<file path="config.mk">
export PLATFORM = sky130hd
export DESIGN_NAME = instruction_fetch_flat
export DESIGN_NICKNAME = d
export VERILOG_FILES = /design/src/rtl/instruction_fetch_pkg.sv /design/src/rtl/instruction_fetch_if.sv /design/src/rtl/instruction_fetch_pc_gen.sv /design/src/rtl/instruction_fetch.sv /design/src/flat_wrapper.sv
export SDC_FILE = /design/constraint.sdc
export NUM_CORES = 1
export LEC_CHECK = 0
export ABC_AREA = 1
export BUFFER_PORTS_ARGS = -buffer_cell sky130_fd_sc_hd__buf_4
export CORE_ASPECT_RATIO = 2
export CORE_MARGIN = 1
export CORE_UTILIZATION = 30
export CTS_CLUSTER_SIZE = 28
export DETAILED_ROUTE_END_ITERATION = 6
export HOLD_SLACK_MARGIN = 0.08
export PLACE_DENSITY = 0.67
export SKIP_LAST_GASP = 1
export SLEW_MARGIN = 0
export SYNTH_ARGS = -nofsm -noshare
export SYNTH_HDL_FRONTEND = slang
export SYNTH_SLANG_ARGS = --single-unit
</file>
<file path="constraint.sdc">
create_clock -name clk -period 2.4 [get_ports clk]
set_input_delay 0.24 -clock clk [delete_from_list [all_inputs] [get_ports clk]]
set_output_delay 0.24 -clock clk [all_outputs]
set_load 0.02 [all_outputs]
</file>
<file path="src/rtl/instruction_fetch_pkg.sv">
// fetch_pkg: shared types and constants for the instruction fetch stage.
//   fetch_state_e : fetch controller states (BOOT, RUN, HALTED)
//   ADDR_W_DEF    : default PC width in words
//   HALT_WORD_DEF : default encoding that stops fetch when halting is built in
//   NOP_WORD      : value of an empty IF/ID instruction slot
//   sat_inc32()   : saturating 32-bit increment used by the delivery counter
package fetch_pkg;

  localparam int          ADDR_W_DEF    = 5;
  localparam logic [31:0] HALT_WORD_DEF = 32'hFFFF_FFFF;
  localparam logic [31:0] NOP_WORD      = 32'h0000_0000;

  typedef enum logic [1:0] {
    ST_BOOT   = 2'd0,
    ST_RUN    = 2'd1,
    ST_HALTED = 2'd2
  } fetch_state_e;

  function automatic logic [31:0] sat_inc32(input logic [31:0] v);
    return (v == 32'hFFFF_FFFF) ? v : v + 32'd1;
  endfunction

endpackage

</file>
<file path="src/rtl/instruction_fetch_if.sv">
// instruction_fetch_if: read port of the instruction memory.
//   imem_addr : word address, driven by the fetch stage
//   imem_data : instruction word, returned combinationally by the memory
// Modports: master = fetch stage, slave = memory.
interface instruction_fetch_if;

  logic [31:0] imem_addr;
  logic [31:0] imem_data;

  modport master (output imem_addr, input  imem_data);
  modport slave  (input  imem_addr, output imem_data);

endinterface

</file>
<file path="src/rtl/instruction_fetch_pc_gen.sv">
// fetch_pc_gen: program counter register.
//   clk, reset : rising-edge clock, synchronous active-high reset
//   load       : take load_pc (branch redirect), wins over advance
//   load_pc    : redirect target, already truncated to ADDR_W bits
//   advance    : step to the next word, wrapping modulo 2^ADDR_W
//   pc         : current word address
module fetch_pc_gen
  import fetch_pkg::*;
#(
  parameter int          ADDR_W   = ADDR_W_DEF,
  parameter int unsigned RESET_PC = 0
) (
  input  logic              clk,
  input  logic              reset,
  input  logic              load,
  input  logic [ADDR_W-1:0] load_pc,
  input  logic              advance,
  output logic [ADDR_W-1:0] pc
);

  localparam logic [ADDR_W-1:0] RESET_VAL = ADDR_W'(RESET_PC);

  // Wrap at 2^ADDR_W falls out of the fixed register width.
  always_ff @(posedge clk) begin
    if (reset) begin
      pc <= RESET_VAL;
    end else if (load) begin
      pc <= load_pc;
    end else if (advance) begin
      pc <= pc + ADDR_W'(1);
    end
  end

endmodule

</file>
<file path="src/rtl/instruction_fetch.sv">
// instruction_fetch: first pipeline stage. Owns the PC, reads the instruction
// memory and fills the IF/ID register.
//   clk, reset      : rising-edge clock, synchronous active-high reset
//   imem            : instruction memory read port (master side)
//   stall           : hold PC and IF/ID contents
//   redirect        : taken branch/jump, load PC from redirect_pc[ADDR_W-1:0]
//   if_id_instr/pc  : captured instruction and its word address
//   if_id_valid     : 0 marks a bubble
//   fetch_count     : saturating count of words delivered with valid=1
//   halted          : fetch stopped on HALT_WORD
// Build option: define FETCH_HALT_EN to stop fetching after HALT_WORD is
// delivered; without it halted is tied low and HALT_WORD is an ordinary word.
//
// state   | meaning
// --------+-----------------------------------------------------------
// BOOT    | one settle cycle after reset, nothing captured
// RUN     | normal fetch; redirect > stall > capture
// HALTED  | HALT_WORD delivered; PC frozen, bubbles only, left by reset
module instruction_fetch
  import fetch_pkg::*;
#(
  parameter int          ADDR_W    = ADDR_W_DEF,
  parameter int unsigned RESET_PC  = 0,
  parameter logic [31:0] HALT_WORD = HALT_WORD_DEF
) (
  input  logic                       clk,
  input  logic                       reset,
  instruction_fetch_if.master        imem,
  input  logic                       stall,
  input  logic                       redirect,
  input  logic [31:0]                redirect_pc,
  output logic [31:0]                if_id_instr,
  output logic [31:0]                if_id_pc,
  output logic                       if_id_valid,
  output logic [31:0]                fetch_count,
  output logic                       halted
);

  localparam int PAD_W = 32 - ADDR_W;

  fetch_state_e      state_q, state_nxt;
  logic [ADDR_W-1:0] pc;
  logic              pc_load, pc_advance;
  logic [31:0]       instr_q, instr_nxt;
  logic [ADDR_W-1:0] cap_pc_q, cap_pc_nxt;
  logic              valid_q, valid_nxt;
  logic [31:0]       count_q, count_nxt;

  fetch_pc_gen #(
    .ADDR_W   (ADDR_W),
    .RESET_PC (RESET_PC)
  ) u_pc_gen (
    .clk     (clk),
    .reset   (reset),
    .load    (pc_load),
    .load_pc (redirect_pc[ADDR_W-1:0]),
    .advance (pc_advance),
    .pc      (pc)
  );

  // The register only holds RESET_PC after the first reset edge, so the
  // address is forced while reset is asserted.
  assign imem.imem_addr = reset ? 32'(RESET_PC) : {{PAD_W{1'b0}}, pc};

  always_ff @(posedge clk) begin
    if (reset) begin
      state_q  <= ST_BOOT;
      instr_q  <= NOP_WORD;
      cap_pc_q <= '0;
      valid_q  <= 1'b0;
      count_q  <= '0;
    end else begin
      state_q  <= state_nxt;
      instr_q  <= instr_nxt;
      cap_pc_q <= cap_pc_nxt;
      valid_q  <= valid_nxt;
      count_q  <= count_nxt;
    end
  end

  always_comb begin
    state_nxt  = state_q;
    instr_nxt  = instr_q;
    cap_pc_nxt = cap_pc_q;
    valid_nxt  = valid_q;
    count_nxt  = count_q;
    pc_load    = 1'b0;
    pc_advance = 1'b0;

    case (state_q)
      ST_BOOT: begin
        valid_nxt = 1'b0;
        state_nxt = ST_RUN;
      end

      ST_RUN: begin
        if (redirect) begin
          // Squash the word on the bus; old IF/ID payload stays visible.
          pc_load   = 1'b1;
          valid_nxt = 1'b0;
        end else if (!stall) begin
          instr_nxt  = imem.imem_data;
          cap_pc_nxt = pc;
          valid_nxt  = 1'b1;
          pc_advance = 1'b1;
          count_nxt  = sat_inc32(count_q);
`ifdef FETCH_HALT_EN
          // The halt word itself is delivered and counted.
          if (imem.imem_data == HALT_WORD) begin
            state_nxt = ST_HALTED;
          end
`endif
        end
      end

`ifdef FETCH_HALT_EN
      ST_HALTED: begin
        valid_nxt = 1'b0;
      end
`endif

      default: begin
        state_nxt = ST_BOOT;
        valid_nxt = 1'b0;
      end
    endcase
  end

  assign if_id_instr = instr_q;
  assign if_id_pc    = {{PAD_W{1'b0}}, cap_pc_q};
  assign if_id_valid = valid_q;
  assign fetch_count = count_q;

`ifdef FETCH_HALT_EN
  assign halted = (state_q == ST_HALTED);

  logic unused_redirect_hi;
  assign unused_redirect_hi = ^redirect_pc[31:ADDR_W];
`else
  assign halted = 1'b0;

  logic unused_redirect_hi;
  assign unused_redirect_hi = ^{redirect_pc[31:ADDR_W], HALT_WORD};
`endif

endmodule

</file>
<file path="src/flat_wrapper.sv">
// flat-port wrapper written by rule: the top's interface ports become plain ports
module instruction_fetch_flat import fetch_pkg::*;
#(
  parameter int          ADDR_W    = ADDR_W_DEF,
  parameter int unsigned RESET_PC  = 0,
  parameter logic [31:0] HALT_WORD = HALT_WORD_DEF
)
  (clk, reset, stall, redirect, redirect_pc, if_id_instr, if_id_pc, if_id_valid, fetch_count, halted, imem_imem_addr, imem_imem_data);
  instruction_fetch_if imem_i ();
  input  logic clk;
  input  logic reset;
  input  logic stall;
  input  logic redirect;
  input  logic [31:0] redirect_pc;
  output logic [31:0] if_id_instr;
  output logic [31:0] if_id_pc;
  output logic if_id_valid;
  output logic [31:0] fetch_count;
  output logic halted;
  output wire logic [$bits(imem_i.imem_addr)-1:0] imem_imem_addr;
  input wire logic [$bits(imem_i.imem_data)-1:0] imem_imem_data;
  assign imem_imem_addr = imem_i.imem_addr;
  assign imem_i.imem_data = imem_imem_data;
  instruction_fetch #(.ADDR_W(ADDR_W), .RESET_PC(RESET_PC), .HALT_WORD(HALT_WORD)) u_core (.clk(clk), .reset(reset), .imem(imem_i), .stall(stall), .redirect(redirect), .redirect_pc(redirect_pc), .if_id_instr(if_id_instr), .if_id_pc(if_id_pc), .if_id_valid(if_id_valid), .fetch_count(fetch_count), .halted(halted));
endmodule
</file>
======== Yosys cells after proc, flatten, opt, wreduce, memory -nomap -nowiden ========
Cells that the tools add are included.
word-level totals
  bits in registers ....................... 77
  output and inout bits ................... 130
  word-level logic and storage cells ...... 28
cells by class
  $add $sub $neg .......................... 2
  equality and inequality tests ........... 2
  mux-type cells .......................... 9
  bitwise gates (word level) .............. 4
  reductions and logical operators ........ 5
operators with widths
  kind                     count
  $add A32 B1 Y32 const B  1
  $eq A32 B32 Y1 const B   1
  $mux W5                  3
  $add A5 B1 Y5 const B    1
  $mux W1                  5
  $not A1 Y1               4
  $pmux W2 S2              1
  $reduce_and A4 Y1        1
  $reduce_and A3 Y1        1
  $reduce_or A3 Y1         1
  $eq A2 B1 Y1 const B     1
  $logic_not A2 Y1         1
  $reduce_bool A2 Y1       1

======== Depth between registers and ports, before layout ========
  word-level depth ........................ 5
  depth in mapped cells ................... 11
  mapped depth without buffers ............ 10

======== Modules after synthesis ========
From an unflattened synthesis, not the netlist that was laid out.
second synthesis, totals
  cell total of the unflattened synthesis .. 618
  area, all modules ....................... 4,256.6 um2
modules (own cells, without submodules)
  module             times used  cells an instance  area an instance (um2)  seq. area each (um2)
  instruction_fetch  1           575                3,953.8                 1,421.4
  fetch_pc_gen       1           43                 302.8                   100.1

======== Worst setup path before layout ========
OpenSTA, ideal clock, no wires.
  path type ............................... reg-to-reg
  from .................................... register u_core.count_q[0] (netlist: u_core.fetch_count[0])
  to ...................................... register u_core.count_q[24] (netlist: u_core.fetch_count[24])
  setup time .............................. 136 ps
  data arrival time ....................... 1,707 ps
  path slack .............................. 557 ps
  stages on the path, launching flop included .. 12
  buffers on the path ..................... 1
  cell sequence ........................... dfxtp_1 ha_1 nand2_1 nor2_2 nand2_2 nor2_4 nand2_4 nand2_8 inv_2 buf_6 nand2_1 a21oi_2
on the way
  longest elaborated chain between the ends .. 3
  elaborated cells between the ends (all ways) .. 4
ends and longest elaborated chain
  element                                                                  RTL line                 RTL
  from (decl)                                                              instruction_fetch.sv:47  logic [31:0] count_q, count_nxt;
  from (signal assigned)                                                   instruction_fetch.sv:77  count_q <= count_nxt;
  parallel branches: the longest is 3 deep, another holds $add A32 B1 Y32  n/a
Several ways; the timed one is not identified.
A chain may end at the register's enable or synchronous reset.

======== Final worst setup path ========
  from .................................... register u_core.count_q[0] (netlist: u_core.fetch_count[0])
  to ...................................... register u_core.count_q[16] (netlist: u_core.fetch_count[16])
Same word-level chain as after synthesis.

==> flow_results.xml <==
<?xml version="1.0" encoding="UTF-8"?>
<metrics>
  <group name="synth">
    <metric name="post_synth_cell_types" unit="">28</metric>
    <metric name="share_of_synthesized_flip_flops_with_an_asynchronous_set_or_reset" unit="">0</metric>
    <metric name="synth_mux_area_frac" unit="">0</metric>
    <metric name="synth_edf_count" unit="">0</metric>
    <metric name="synth_simple_gate_area_frac" unit="">0.315</metric>
    <metric name="mappedNetlistArea" unit="sq um">4120</metric>
    <metric name="number_of_warnings_issued_by_yosys" unit="">0</metric>
    <metric name="synth_xor_area_frac" unit="">0.0361</metric>
    <metric name="synth_sequential_area_ratio" unit="">0.369</metric>
    <metric name="ys.flop_type" unit="">sky130_fd_sc_hd__dfxtp_1</metric>
    <metric name="synth_adder_area_share" unit="">0.00607</metric>
    <metric name="synth-compound-area-share" unit="">0.109</metric>
    <metric name="synth_top_family_by_area" unit="">simple AND/OR/NAND/NOR gates</metric>
    <metric name="netlist_instances" unit="">605</metric>
    <metric name="post_synth.cell_area_avg" unit="sq um">6.81</metric>
    <metric name="synth-seq-cells" unit="">76</metric>
  </group>
  <group name="clocking">
    <metric name="cts_repair_resize_count" unit="">0</metric>
    <metric name="worst_skew_pair_latency" unit="ns">0.33</metric>
    <metric name="cts.path.max_buffers" unit="">2</metric>
    <metric name="clock_sink_count" unit="">76</metric>
    <metric name="clkSlewWorstSetupHoldPaths" unit="ns">0.06</metric>
    <metric name="tritoncts.num_buffers" unit="">9</metric>
    <metric name="clock_tree.htree_level_count" unit="">3</metric>
    <metric name="clockRootBuffer" unit="">sky130_fd_sc_hd__clkbuf_16</metric>
    <metric name="tritoncts" unit="">done</metric>
  </group>
  <group name="sta">
    <metric name="clock_skew" unit="ns">0.00618</metric>
    <metric name="maxClockFrequency" unit="MHz">481</metric>
    <metric name="finalCriticalPeriod" unit="ns">2.08</metric>
    <metric name="setup_repair_after_global_routing_missed_its_margin" unit="">no</metric>
    <metric name="hold_slack" unit="ns">0.109</metric>
    <metric name="finalSetupViolCount" unit="">0</metric>
    <metric name="hold_violations" unit="">0</metric>
    <metric name="post-route-period-util" unit="">0.866</metric>
    <metric name="drv_slew" unit="">0</metric>
    <metric name="finalSetupTns" unit="ns">0</metric>
  </group>
  <group name="power_and_ir_drop">
    <metric name="power.leakage" unit="nW">2.20</metric>
    <metric name="power_per_cell_area" unit="nW/um^2">591</metric>
    <metric name="ir_drop" unit="mV">0.315</metric>
    <metric name="report.power.total" unit="W">0.00308</metric>
  </group>
  <group name="detailed_routing">
    <metric name="route.detailed.wl_per_inst" unit="um">12.7</metric>
    <metric name="drt_iter0_drc" unit="">132</metric>
    <metric name="ratio_of_routed_vias_to_standard_cells" unit="">4.51</metric>
    <metric name="finalWirelength" unit="um">11100</metric>
    <metric name="post-route-drc-count" unit="">8</metric>
    <metric name="dr.pass1.iters" unit="">7</metric>
    <metric name="drtAntennaViolNets" unit="">0</metric>
    <metric name="dr_total_vias" unit="">3950</metric>
  </group>
  <group name="floorplan">
    <metric name="height_of_the_chip" unit="um">168</metric>
    <metric name="die-area" unit="sq um">14200</metric>
    <metric name="floorplan.die.width" unit="um">84.9</metric>
    <metric name="floorplan.initialDensity" unit="">0.307</metric>
    <metric name="ios" unit="">198</metric>
    <metric name="num_rows" unit="">60</metric>
    <metric name="fp.coreArea" unit="sq um">13400</metric>
  </group>
  <group name="worst_hold_path">
    <metric name="worstHoldStart" unit="">stall</metric>
    <metric name="hold_path.class" unit="">input port to flip-flop</metric>
  </group>
  <group name="job">
    <metric name="max_cap_viol_count" unit="">0</metric>
  </group>
  <group name="critical_path">
    <metric name="critical-path-top-cell-by-count" unit="">sky130_fd_sc_hd__nand2_1</metric>
    <metric name="critical_path.endpoint_type" unit="">flip-flop</metric>
    <metric name="type_of_origin_of_the_critical_path" unit="">flip-flop</metric>
    <metric name="cp_cell_sequence" unit="">ha_1 &gt; nand2_1 &gt; nor2_2 &gt; nand2_2 &gt; nor2_4 &gt; nand2_4 &gt; nand2_8 &gt; inv_2 &gt; nand2_1 &gt; a21oi_1</metric>
    <metric name="cpPeakStageDelay" unit="ns">0.44</metric>
    <metric name="cp_max_fo" unit="">27</metric>
    <metric name="crit_path_top_delay_cell" unit="">sky130_fd_sc_hd__dfxtp_1</metric>
    <metric name="ws_path_type" unit="">flip-flop to flip-flop</metric>
    <metric name="critical_path.reg2reg.startpoint" unit="">u_core.fetch_count[0]$_SDFFE_PP0P_</metric>
    <metric name="worstSetupStartpoint" unit="">u_core.fetch_count[0]$_SDFFE_PP0P_</metric>
    <metric name="cp_data_arrival_time" unit="ns">2.28</metric>
    <metric name="critical_path_required" unit="ns">2.60</metric>
    <metric name="timing.critical_path.max_delay_family" unit="">simple AND/OR/NAND/NOR gates</metric>
    <metric name="path_buf_inv" unit="">1</metric>
  </group>
  <group name="placed_design">
    <metric name="place_congestion" unit="">0.924</metric>
    <metric name="placedInstanceArea" unit="sq um">4890</metric>
    <metric name="io_buffers" unit="">115</metric>
    <metric name="dp.final_hpwl" unit="um">8620</metric>
  </group>
  <group name="cells_and_area">
    <metric name="most-common-layout-cells" unit="">140 x sky130_fd_sc_hd__nand2_1, 137 x sky130_fd_sc_hd__nor2_1, 122 x sky130_fd_sc_hd__buf_4, 76 x sky130_fd_sc_hd__dfxtp_1, 55 x sky130_fd_sc_hd__conb_1</metric>
    <metric name="fraction_of_layout_instances_using_a_drive_strength_above_1" unit="">0.224</metric>
    <metric name="leading_cell_type_in_the_layout_fill_and_taps_excluded" unit="">sky130_fd_sc_hd__nand2_1</metric>
    <metric name="nNetsFinal" unit="">785</metric>
    <metric name="num-fill-cells" unit="">1462</metric>
    <metric name="n_antenna_cell" unit="">0</metric>
    <metric name="layout-area-overhead-vs-synth" unit="%">26.3</metric>
    <metric name="fin_util" unit="">0.387</metric>
    <metric name="postLayoutCellArea" unit="sq um">5200</metric>
  </group>
  <group name="global_routing">
    <metric name="grt_util_met3" unit="">0.0222</metric>
    <metric name="grt-busiest-layer" unit="">met2</metric>
    <metric name="grt_pass1_wl" unit="um">17700</metric>
    <metric name="groute.layer.met1.usage" unit="">0.142</metric>
    <metric name="grt.overflow.total" unit="">0</metric>
    <metric name="grt_usage" unit="">0.161</metric>
    <metric name="groute.layer.met2.usage" unit="">0.323</metric>
    <metric name="largest_net_degree_at_the_start_of_global_routing" unit="">44</metric>
    <metric name="grt_antenna_before_repair" unit="">0</metric>
    <metric name="grt_pass1_vias" unit="">3698</metric>
  </group>
  <group name="status">
    <metric name="violations" unit="">design-rule violations</metric>
    <metric name="outcome" unit="">finished with violations</metric>
  </group>
</metrics>
[layout make-up]
cell class,instances,area [sq um],area share
multi-input cells,470,2130,0.409
inverters,35,131,0.0253
flip-flops and latches,76,1520,0.292
repair buffers,123,926,0.178
clock inverters,6,63.8,0.0123
well taps,155,194,0.0373
clock buffers,10,239,0.0459
[Yosys cell counts, types with 4 or more instances]
master / number / area share
sky130_fd_sc_hd__buf_2: 8 / 0.0097
sky130_fd_sc_hd__nand2_1: 140 / 0.13
sky130_fd_sc_hd__a21oi_1: 14 / 0.017
sky130_fd_sc_hd__o21ai_0: 45 / 0.055
sky130_fd_sc_hd__inv_1: 34 / 0.031
sky130_fd_sc_hd__nand3_1: 22 / 0.027
sky130_fd_sc_hd__buf_6: 4 / 0.011
sky130_fd_sc_hd__nor2_1: 137 / 0.12
sky130_fd_sc_hd__nor3_1: 4 / 0.0049
sky130_fd_sc_hd__dfxtp_1: 76 / 0.37
sky130_fd_sc_hd__buf_4: 56 / 0.10
sky130_fd_sc_hd__nand4_1: 8 / 0.012
sky130_fd_sc_hd__clkbuf_1: 8 / 0.0073
sky130_fd_sc_hd__xnor2_1: 7 / 0.015
sky130_fd_sc_hd__xor2_1: 10 / 0.021
sky130_fd_sc_hd__a21oi_2: 13 / 0.028
[logic make-up after synthesis]
family | count (synthesis)
buffers and inverters | 113
xor gates and xnor gates | 17
other | 1
and+or+nand+nor | 319
AOI/OAI and AO/OA | 77
DFF | 76
adders and majority gates | 2
[worst reg2reg max path, stage by stage (launching register included)]
cell and delay [ns]:
sky130_fd_sc_hd__dfxtp_1 0.44, sky130_fd_sc_hd__ha_1 0.20, sky130_fd_sc_hd__nand2_1 0.07, sky130_fd_sc_hd__nor2_2 0.17, sky130_fd_sc_hd__nand2_2 0.13, sky130_fd_sc_hd__nor2_4 0.17
sky130_fd_sc_hd__nand2_4 0.15, sky130_fd_sc_hd__nand2_8 0.21, sky130_fd_sc_hd__inv_2 0.21, sky130_fd_sc_hd__nand2_1 0.14, sky130_fd_sc_hd__a21oi_1 0.07
[path summary, 6_finish.rpt]
kind                                              end  slack, ns  cells past startpoint
setup reg to reg  u_core.fetch_count[16]$_SDFFE_PP0P_       0.32                     10
hold reg to reg       u_core.cap_pc_q[0]$_SDFFE_PP0P_       0.47                      2
hold / removal        u_core.if_id_valid$_SDFFE_PP0N_       0.11                      2
setup / recovery  u_core.fetch_count[16]$_SDFFE_PP0P_       0.32                     10
[stage by stage]
step                      worst slack [ns]  cells
final                                0.321    875
after global routing                 0.131    875
after CTS                            0.299    875
after detailed placement             0.313    858
after global placement               0.335    858
after floorplan                      0.557    659
[power by group]
group / leakage, nW / switching [W] / internal (W)
logic: 1.43 / 0.000239 / 0.000127
registers: 0.618 / 0.0000255 / 0.00130
clock network: 0.144 / 0.000550 / 0.000832
[sequential cells by signal, indices dropped and copies added, names as in the netlist]
signal,cells
u_core.state_q,1
u_core.if_id_valid,1
u_core.if_id_instr,32
u_core.fetch_count,32
u_core.u_pc_gen.pc,5
u_core.cap_pc_q,5
[what timing repair did]
action | in CTS | in global routing
hold buffers | 1 | 0
buffers inserted | 0 | 0
hold endpoints to repair | 1 | 0
[layer usage]
| layer | routed length (um) | vias to the layer above |
|---|---|---|
| met3 | 535 | 30 |
| met5 | 0 | - |
| met2 | 6320 | 157 |
| li1 | - | 2010 |
| met1 | 3730 | 1753 |
| met4 | 548 | 0 |
(Power assumes the default switching activity.)
